<file path="src/rtl/nco_wave_meter_if.sv">
// Result and sample bundle between the NCO side and the wave meter.
// The master drives samples, the select code and ready; the slave returns the measurements.
interface nco_wave_meter_if #(
   parameter int unsigned WAVE_WIDTH   = 8,
   parameter int unsigned SELECT_WIDTH = 3,
   parameter int unsigned CNT_WIDTH    = 12
);
   logic [WAVE_WIDTH-1:0]   wave_in;
   logic [SELECT_WIDTH-1:0] sel_in;
   logic                    meas_ready;
   logic                    meas_valid;
   logic [CNT_WIDTH-1:0]    meas_period;
   logic [WAVE_WIDTH-1:0]   meas_max;
   logic [WAVE_WIDTH-1:0]   meas_min;
   logic [SELECT_WIDTH-1:0] meas_sel;
   logic                    meas_timeout;
   logic [7:0]              drop_cnt;

   modport master (
      output wave_in, sel_in, meas_ready,
      input  meas_valid, meas_period, meas_max, meas_min, meas_sel, meas_timeout, drop_cnt
   );

   modport slave (
      input  wave_in, sel_in, meas_ready,
      output meas_valid, meas_period, meas_max, meas_min, meas_sel, meas_timeout, drop_cnt
   );
endinterface

</file>
<file path="src/rtl/nco_wave_meter.sv">
// Measures each NCO waveform cycle between rising midpoint crossings: period, max, min, select.
// Results pass through a one-deep pending stage into a valid/ready output register.
module nco_wave_meter #(
   parameter int unsigned WAVE_WIDTH   = 8,
   parameter int unsigned SELECT_WIDTH = 3,
   parameter int unsigned CNT_WIDTH    = 12,
   parameter int unsigned MAX_PERIOD   = 4095
) (
   input  logic             clk,
   input  logic             resetn,
   nco_wave_meter_if.slave  bus
);

   localparam logic [WAVE_WIDTH-1:0] MID     = {1'b1, {(WAVE_WIDTH-1){1'b0}}};
   localparam logic [CNT_WIDTH-1:0]  CNT_MAX = CNT_WIDTH'(MAX_PERIOD);
   localparam logic [CNT_WIDTH-1:0]  CNT_ONE = CNT_WIDTH'(1);

   typedef enum logic {ST_IDLE, ST_MEASURE} state_t;

   state_t                  r_state;
   state_t                  w_state_nxt;
   logic [WAVE_WIDTH-1:0]   r_w1, r_w2;
   logic [1:0]              r_hist;
   logic [SELECT_WIDTH-1:0] r_sel_q;
   logic [CNT_WIDTH-1:0]    r_cnt, w_cnt_nxt;
   logic [WAVE_WIDTH-1:0]   r_max, w_max_nxt;
   logic [WAVE_WIDTH-1:0]   r_min, w_min_nxt;

   logic                    w_emit;
   logic [CNT_WIDTH-1:0]    w_emit_period;
   logic                    w_emit_to;

   logic                    r_pend_vld;
   logic [CNT_WIDTH-1:0]    r_pend_period;
   logic [WAVE_WIDTH-1:0]   r_pend_max, r_pend_min;
   logic [SELECT_WIDTH-1:0] r_pend_sel;
   logic                    r_pend_to;

   logic                    r_out_vld;
   logic [CNT_WIDTH-1:0]    r_out_period;
   logic [WAVE_WIDTH-1:0]   r_out_max, r_out_min;
   logic [SELECT_WIDTH-1:0] r_out_sel;
   logic                    r_out_to;
   logic [7:0]              r_drop;

   logic                    w_cross;
   logic                    w_sel_chg;
   logic                    w_out_load;

   // Crossing is only trusted once both history registers hold real samples.
   assign w_cross    = (r_hist == 2'd2) && (r_w2 < MID) && (r_w1 >= MID);
   assign w_sel_chg  = (bus.sel_in != r_sel_q);
   assign w_out_load = !r_out_vld || bus.meas_ready;

   always_comb begin
      w_state_nxt   = r_state;
      w_cnt_nxt     = r_cnt;
      w_max_nxt     = r_max;
      w_min_nxt     = r_min;
      w_emit        = 1'b0;
      w_emit_period = r_cnt;
      w_emit_to     = 1'b0;
      if (w_sel_chg) begin
         w_state_nxt = ST_IDLE;
      end else begin
         case (r_state)
            ST_IDLE: begin
               if (w_cross) begin
                  w_cnt_nxt   = CNT_ONE;
                  w_max_nxt   = r_w1;
                  w_min_nxt   = r_w1;
                  w_state_nxt = ST_MEASURE;
               end
            end
            ST_MEASURE: begin
               if (w_cross) begin
                  w_emit    = 1'b1;
                  w_cnt_nxt = CNT_ONE;
                  w_max_nxt = r_w1;
                  w_min_nxt = r_w1;
               end else if (r_cnt == CNT_MAX) begin
                  w_emit        = 1'b1;
                  w_emit_period = '0;
                  w_emit_to     = 1'b1;
                  w_state_nxt   = ST_IDLE;
               end else begin
                  w_cnt_nxt = r_cnt + CNT_ONE;
                  w_max_nxt = (r_w1 > r_max) ? r_w1 : r_max;
                  w_min_nxt = (r_w1 < r_min) ? r_w1 : r_min;
               end
            end
            default: w_state_nxt = ST_IDLE;
         endcase
      end
   end

   always_ff @(posedge clk) begin
      if (!resetn) begin
         r_state       <= ST_IDLE;
         r_w1          <= '0;
         r_w2          <= '0;
         r_hist        <= '0;
         r_sel_q       <= '0;
         r_cnt         <= '0;
         r_max         <= '0;
         r_min         <= '0;
         r_pend_vld    <= 1'b0;
         r_pend_period <= '0;
         r_pend_max    <= '0;
         r_pend_min    <= '0;
         r_pend_sel    <= '0;
         r_pend_to     <= 1'b0;
         r_out_vld     <= 1'b0;
         r_out_period  <= '0;
         r_out_max     <= '0;
         r_out_min     <= '0;
         r_out_sel     <= '0;
         r_out_to      <= 1'b0;
         r_drop        <= '0;
      end else begin
         r_w1    <= bus.wave_in;
         r_w2    <= r_w1;
         r_sel_q <= bus.sel_in;
         if (w_sel_chg)
            r_hist <= '0;
         else if (r_hist != 2'd2)
            r_hist <= r_hist + 2'd1;
         r_state <= w_state_nxt;
         r_cnt   <= w_cnt_nxt;
         r_max   <= w_max_nxt;
         r_min   <= w_min_nxt;

         r_pend_vld <= w_emit;
         if (w_emit) begin
            r_pend_period <= w_emit_period;
            r_pend_max    <= r_max;
            r_pend_min    <= r_min;
            r_pend_sel    <= r_sel_q;
            r_pend_to     <= w_emit_to;
         end

         // Load-on-accept keeps one result per clock; a result arriving while held is dropped.
         if (w_out_load) begin
            r_out_vld <= r_pend_vld;
            if (r_pend_vld) begin
               r_out_period <= r_pend_period;
               r_out_max    <= r_pend_max;
               r_out_min    <= r_pend_min;
               r_out_sel    <= r_pend_sel;
               r_out_to     <= r_pend_to;
            end
         end else if (r_pend_vld && (r_drop != 8'hFF)) begin
            r_drop <= r_drop + 8'd1;
         end
      end
   end

   assign bus.meas_valid   = r_out_vld;
   assign bus.meas_period  = r_out_period;
   assign bus.meas_max     = r_out_max;
   assign bus.meas_min     = r_out_min;
   assign bus.meas_sel     = r_out_sel;
   assign bus.meas_timeout = r_out_to;
   assign bus.drop_cnt     = r_drop;

endmodule
</file>
<file path="src/flat_wrapper.sv">
// flat-port wrapper written by rule: the top's interface ports become plain ports
module nco_wave_meter_flat 
#(
   parameter int unsigned WAVE_WIDTH   = 8,
   parameter int unsigned SELECT_WIDTH = 3,
   parameter int unsigned CNT_WIDTH    = 12,
   parameter int unsigned MAX_PERIOD   = 4095
)
  (clk, resetn, bus_wave_in, bus_sel_in, bus_meas_ready, bus_meas_valid, bus_meas_period, bus_meas_max, bus_meas_min, bus_meas_sel, bus_meas_timeout, bus_drop_cnt);
  nco_wave_meter_if #(.WAVE_WIDTH(WAVE_WIDTH), .SELECT_WIDTH(SELECT_WIDTH), .CNT_WIDTH(CNT_WIDTH)) bus_i ();
  input  logic clk;
  input  logic resetn;
  input wire logic [$bits(bus_i.wave_in)-1:0] bus_wave_in;
  input wire logic [$bits(bus_i.sel_in)-1:0] bus_sel_in;
  input wire logic [$bits(bus_i.meas_ready)-1:0] bus_meas_ready;
  output wire logic [$bits(bus_i.meas_valid)-1:0] bus_meas_valid;
  output wire logic [$bits(bus_i.meas_period)-1:0] bus_meas_period;
  output wire logic [$bits(bus_i.meas_max)-1:0] bus_meas_max;
  output wire logic [$bits(bus_i.meas_min)-1:0] bus_meas_min;
  output wire logic [$bits(bus_i.meas_sel)-1:0] bus_meas_sel;
  output wire logic [$bits(bus_i.meas_timeout)-1:0] bus_meas_timeout;
  output wire logic [$bits(bus_i.drop_cnt)-1:0] bus_drop_cnt;
  assign bus_i.wave_in = bus_wave_in;
  assign bus_i.sel_in = bus_sel_in;
  assign bus_i.meas_ready = bus_meas_ready;
  assign bus_meas_valid = bus_i.meas_valid;
  assign bus_meas_period = bus_i.meas_period;
  assign bus_meas_max = bus_i.meas_max;
  assign bus_meas_min = bus_i.meas_min;
  assign bus_meas_sel = bus_i.meas_sel;
  assign bus_meas_timeout = bus_i.meas_timeout;
  assign bus_drop_cnt = bus_i.drop_cnt;
  nco_wave_meter #(.WAVE_WIDTH(WAVE_WIDTH), .SELECT_WIDTH(SELECT_WIDTH), .CNT_WIDTH(CNT_WIDTH), .MAX_PERIOD(MAX_PERIOD)) u_core (.clk(clk), .resetn(resetn), .bus(bus_i));
endmodule
</file>
<file path="config.mk">
export PLATFORM = sky130hd
export DESIGN_NAME = nco_wave_meter_flat
export DESIGN_NICKNAME = d
export VERILOG_FILES = /design/src/rtl/nco_wave_meter_if.sv /design/src/rtl/nco_wave_meter.sv /design/src/flat_wrapper.sv
export SDC_FILE = /design/constraint.sdc
export NUM_CORES = 1
export LEC_CHECK = 0
export ABC_CLOCK_PERIOD_IN_PS = 2200
export BUFFER_PORTS_ARGS = -buffer_cell sky130_fd_sc_hd__buf_2
export CAP_MARGIN = 10
export CELL_PAD_IN_SITES_DETAIL_PLACEMENT = 0
export CELL_PAD_IN_SITES_GLOBAL_PLACEMENT = 1
export CORE_ASPECT_RATIO = 1.5
export CORE_MARGIN = 4
export CORE_UTILIZATION = 46
export CTS_BUF_LIST = sky130_fd_sc_hd__clkbuf_4
export DETAILED_ROUTE_END_ITERATION = 6
export HOLD_SLACK_MARGIN = 0.15
export MAX_ROUTING_LAYER = met4
export PLACE_DENSITY = 0.89
export SLEW_MARGIN = 5
export SYNTH_ARGS = -nofsm -noshare
export SYNTH_HDL_FRONTEND = slang
export SYNTH_SLANG_ARGS = --single-unit
</file>
<file path="constraint.sdc">
create_clock -name clk -period 2.2 [get_ports clk]
set_input_delay 0.22 -clock clk [delete_from_list [all_inputs] [get_ports clk]]
set_output_delay 0.22 -clock clk [all_outputs]
set_load 0.02 [all_outputs]
</file>
==> summary.md <==
| Metric | Value |
|---|---|
| Pins over their slew limit | 0 |
| Crit-path slowest cell | o41a_1 |
| Switch share | 0.2340 |
| Antenna violations before repair | 0 |
| Die Span X | 91.48 um |
| DIE AREA | 12,190 um^2 |
| Routability congestion estimate | about 0.84 |
| CP Class | reg2reg |
| Mapped Area | ~4800 um^2 |
| Row cnt | 45 |
| H-tree levels | 4 |
| Pleak | approximately 2.2 nW |
| VDD IR max | ~0.00032 V |
| Initial core utilization | 0.4718 |
| Fraction of layout cells with a size suffix above 1 | 0.1609 |
| Antenna fix cells | 0 |
| Cells after Synth | 557 |
| Crit-path leading delay family | compound AO/OA/AOI/OAI gates |
| WP buf/inv | 1 |
| Final hold vios | 0 |
| Antenna-violating nets left | 0 |
| Fin crit share | 0.9470 |
| Post-route DRC violation count | 0 |
| Initial DRC count | 171 |
| CP endpoint kind | flop |
| Min Tclk post-route | 2.083 ns |
| Yosys top cell area share | 0.4871 |
| Worst Path Max Fanout | 8 |
| DRT Pass-1 Iters | 4 |
| Clk Latency, worst-skew pair | 0.52 ns |
| Async S/R FF share, synth | 0 |
| # setup viols final | 0 |
| Syn Area/Cell | between 8 and 9 um^2 |
| Fmax | 480.0 MHz |
| Vias | 3,946 |
| Layout area overhead | 15.59% |
| CP Cell Sequence | ha_1 > nand2_1 > o41a_1 > o21a_4 > o31ai_4 > buf_4 > mux2i_1 |
| CP startpoint kind | flop |
| CTS tree | yes |
| Die Y | 133.2 um |
| Main synth FF type | dfxtp_1 |
| Power density over cell area | 617.7 nW/um^2 |
| Placeable Area | 10,190 um^2 |
| Detailed Place HPWL | 7077 um |
| Via density | 5.092 |
| Ys Warns | 0 |
| Seq pwr share | 0.623 |
| Setup_tns | 0 ns |
| Most instantiated cells after synthesis | nand2_1 (136), dfxtp_1 (117), a21oi_1 (62) |
| RSZ-0062 raised after global routing | false |
| CTS Buf Count | 17 |
| Clock transition at the registers of the reported paths | 0.09 ns |
| Logic gate share of total power | 0.041 |
| Cell-internal power | ~2.6 mW |
| Clock root cell | clkbuf_4 |
| Max_cap viols | 0 |
| Worst EP arrival | around 2.5 ns |
| Critical Path RT | 2.65 ns |
| Number of synthesized flops with an enable pin | 0 |
| Setup bufs post-CTS | 0 |
| Status | complete, no violations |
| Final WL | about 10000 um |
| Switching Power | about 0.8 mW |
| Worst path max stage delay | 0.50 ns |
| Nets@finish | 656 |
| Tot GR Track Use | 0.1772 |
| Slew HR | 0.4869 |
| Hold Path Class | in2reg |
| Pin count of the biggest net entering global routing | 44 |
| Syn nets | 589 |
| Final setup margin | 0.1165 ns |
| Max Buffers Root-to-Sink | 2 |
| IO Pins | 55 |
| Post-synthesis sequential area ratio | 0.4871 |
| Area leader, netlist | dfxtp_1 |
| Post-synthesis register bit count | roughly 120 |
| Area contributors post-synth | dfxtp_1 (49%), nand2_1 (11%), a21oi_1 (6.5%) |
| Clk pwr share | 0.336 |
| IO Port Bufs | between 50 and 60 |
| Slew of the pin with the lowest slew margin | 0.7696 ns |
| Remaining Overflow, GRT | 0 |
| Top-count cell post-synth | nand2_1 |
| WL/cell | ~13 um |
| First-pass GRT wire length | 17,190 um |
| DP Worst Slack | roughly 0.14 ns |
| Vias in the first global route | 3,777 |
| Netlist cell types | a little over 50 |
| Clock Skew | 0.01319 ns |
| TritonCTS Sinks | 117 |
-- placed cells by master (no fill, tap or decap), types with 3 or more instances in the layout --
cell type	n
dfxtp_1	117
clkinv_1	5
a31oi_1	3
o211ai_1	6
mux2i_1	17
a22oi_1	12
inv_1	21
dlygate4sd3_1	12
o21ai_1	4
xnor2_1	8
buf_2	54
and3_1	4
buf_4	12
nand2b_1	3
and2_1	11
nand4_1	5
clkinv_2	3
ha_1	18
nand3_1	6
or3_1	3
nor2_1	37
o21ai_0	7
nand2_1	136
a21oi_1	62
a41oi_1	3
nor3_1	9
clkbuf_4	20
-- worst paths after layout --
kind	slack, ns	startpoint	cells past startpoint	end
max	0.12	u_core.r_cnt[0]	7	u_core.r_max[1]
min	0.26	resetn	4	u_core.r_cnt[6]
max reg2reg	0.12	u_core.r_cnt[0]	7	u_core.r_max[1]
min reg2reg	0.45	u_core.bus.meas_period[10]	2	u_core.bus.meas_period[10]
-- cell families (layout without fill, tap and decap cells) --
family | Yosys count | in the layout | synth area share
simple gates | 227 | 227 | 0.2116
flops | 117 | 117 | 0.4871
compound gates | 114 | 114 | 0.1527
buf+inv | 54 | 131 | 0.04814
fa+ha+maj | 18 | 18 | 0.04684
mux | 17 | 17 | 0.03539
xor+xnor | 10 | 10 | 0.01822
-- power groups by stage --
stage          registers (mW)  logic [mW]  clock network (mW)
2_1_floorplan            2.19      0.0915                   0
6_report                 2.14       0.141                1.15
4_1_cts                  2.14       0.142                1.19
3_5_place_dp             2.19       0.126                   0
5_1_grt                  2.14       0.159                1.29
3_3_place_gp             2.19       0.123                   0
-- per-layer routing --
layer,routed length (um),GRT usage,up-vias
li1,-,-,2026
met1,4502,0.2106,1815
met2,4876,0.2757,91
met3,435,0.05028,14
met4,148,0.08389,0
met5,0,-,-
-- area by class of cell --
| class | instances | area, um^2 |
|---|---|---|
| Sequential cell | 117 | 2342 |
| Clock inverter | 9 | 41.29 |
| Timing Repair Buffer | 80 | 528.0 |
| Fill cell | 956 | 4633 |
| Inverter | 22 | 82.58 |
| Clock buffer | 20 | 150.1 |
| Tap cell | 141 | 176.4 |
| Multi-Input combinational cell | 386 | 2237 |
-- what timing repair did --
| action | 4_1_cts | 5_1_grt |
|---|---|---|
| endpoints found under the hold margin | 12 | 0 |
| resized for setup | 0 | 0 |
| hold buffers | 12 | 0 |
-- sequential cells by signal, indices dropped and copies added, names as in the netlist --
| signal | flops |
|---|---|
| u_core.bus.meas_period | 12 |
| u_core.r_cnt | 12 |
| u_core.r_pend_period | 12 |
| u_core.bus.drop_cnt | 8 |
| u_core.bus.meas_max | 8 |
| u_core.bus.meas_min | 8 |
| u_core.r_max | 8 |
| u_core.r_min | 8 |
| u_core.r_pend_max | 8 |
| u_core.r_pend_min | 8 |
| u_core.r_w1 | 8 |
| u_core.bus.meas_sel | 3 |
| u_core.r_pend_sel | 3 |
| u_core.r_sel_q | 3 |
| u_core.r_hist | 2 |
| u_core.bus.meas_timeout | 1 |
| u_core.bus.meas_valid | 1 |
| u_core.r_pend_to | 1 |
| u_core.r_pend_vld | 1 |
| u_core.r_state | 1 |
| u_core.r_w2 | 1 |
-- worst register-to-register path, cell delays in order, from the launching register on --
cell and delay, ns:
dfxtp_1 0.42, ha_1 0.23, nand2_1 0.13, o41a_1 0.50, o21a_4 0.26, o31ai_4 0.06, buf_4 0.22, mux2i_1 0.20
-- metrics by stage --
step / hold WS [ns] / cells / instance area (um^2) / util / total power, mW
after floorplan: 0.3417 / 557 / 4808 / - / 2.277
after global placement: 0.4285 / 733 / 5219 / 0.5121 / 2.312
after detailed placement: 0.4285 / 733 / 5219 / 0.5121 / 2.315
after CTS: 0.2239 / 774 / 5530 / 0.5427 / 3.473
after global routing: 0.2592 / 775 / 5558 / 0.5454 / 3.591
final: 0.2605 / 775 / 5558 / 0.5454 / 3.433
(Power assumes the default switching activity.)
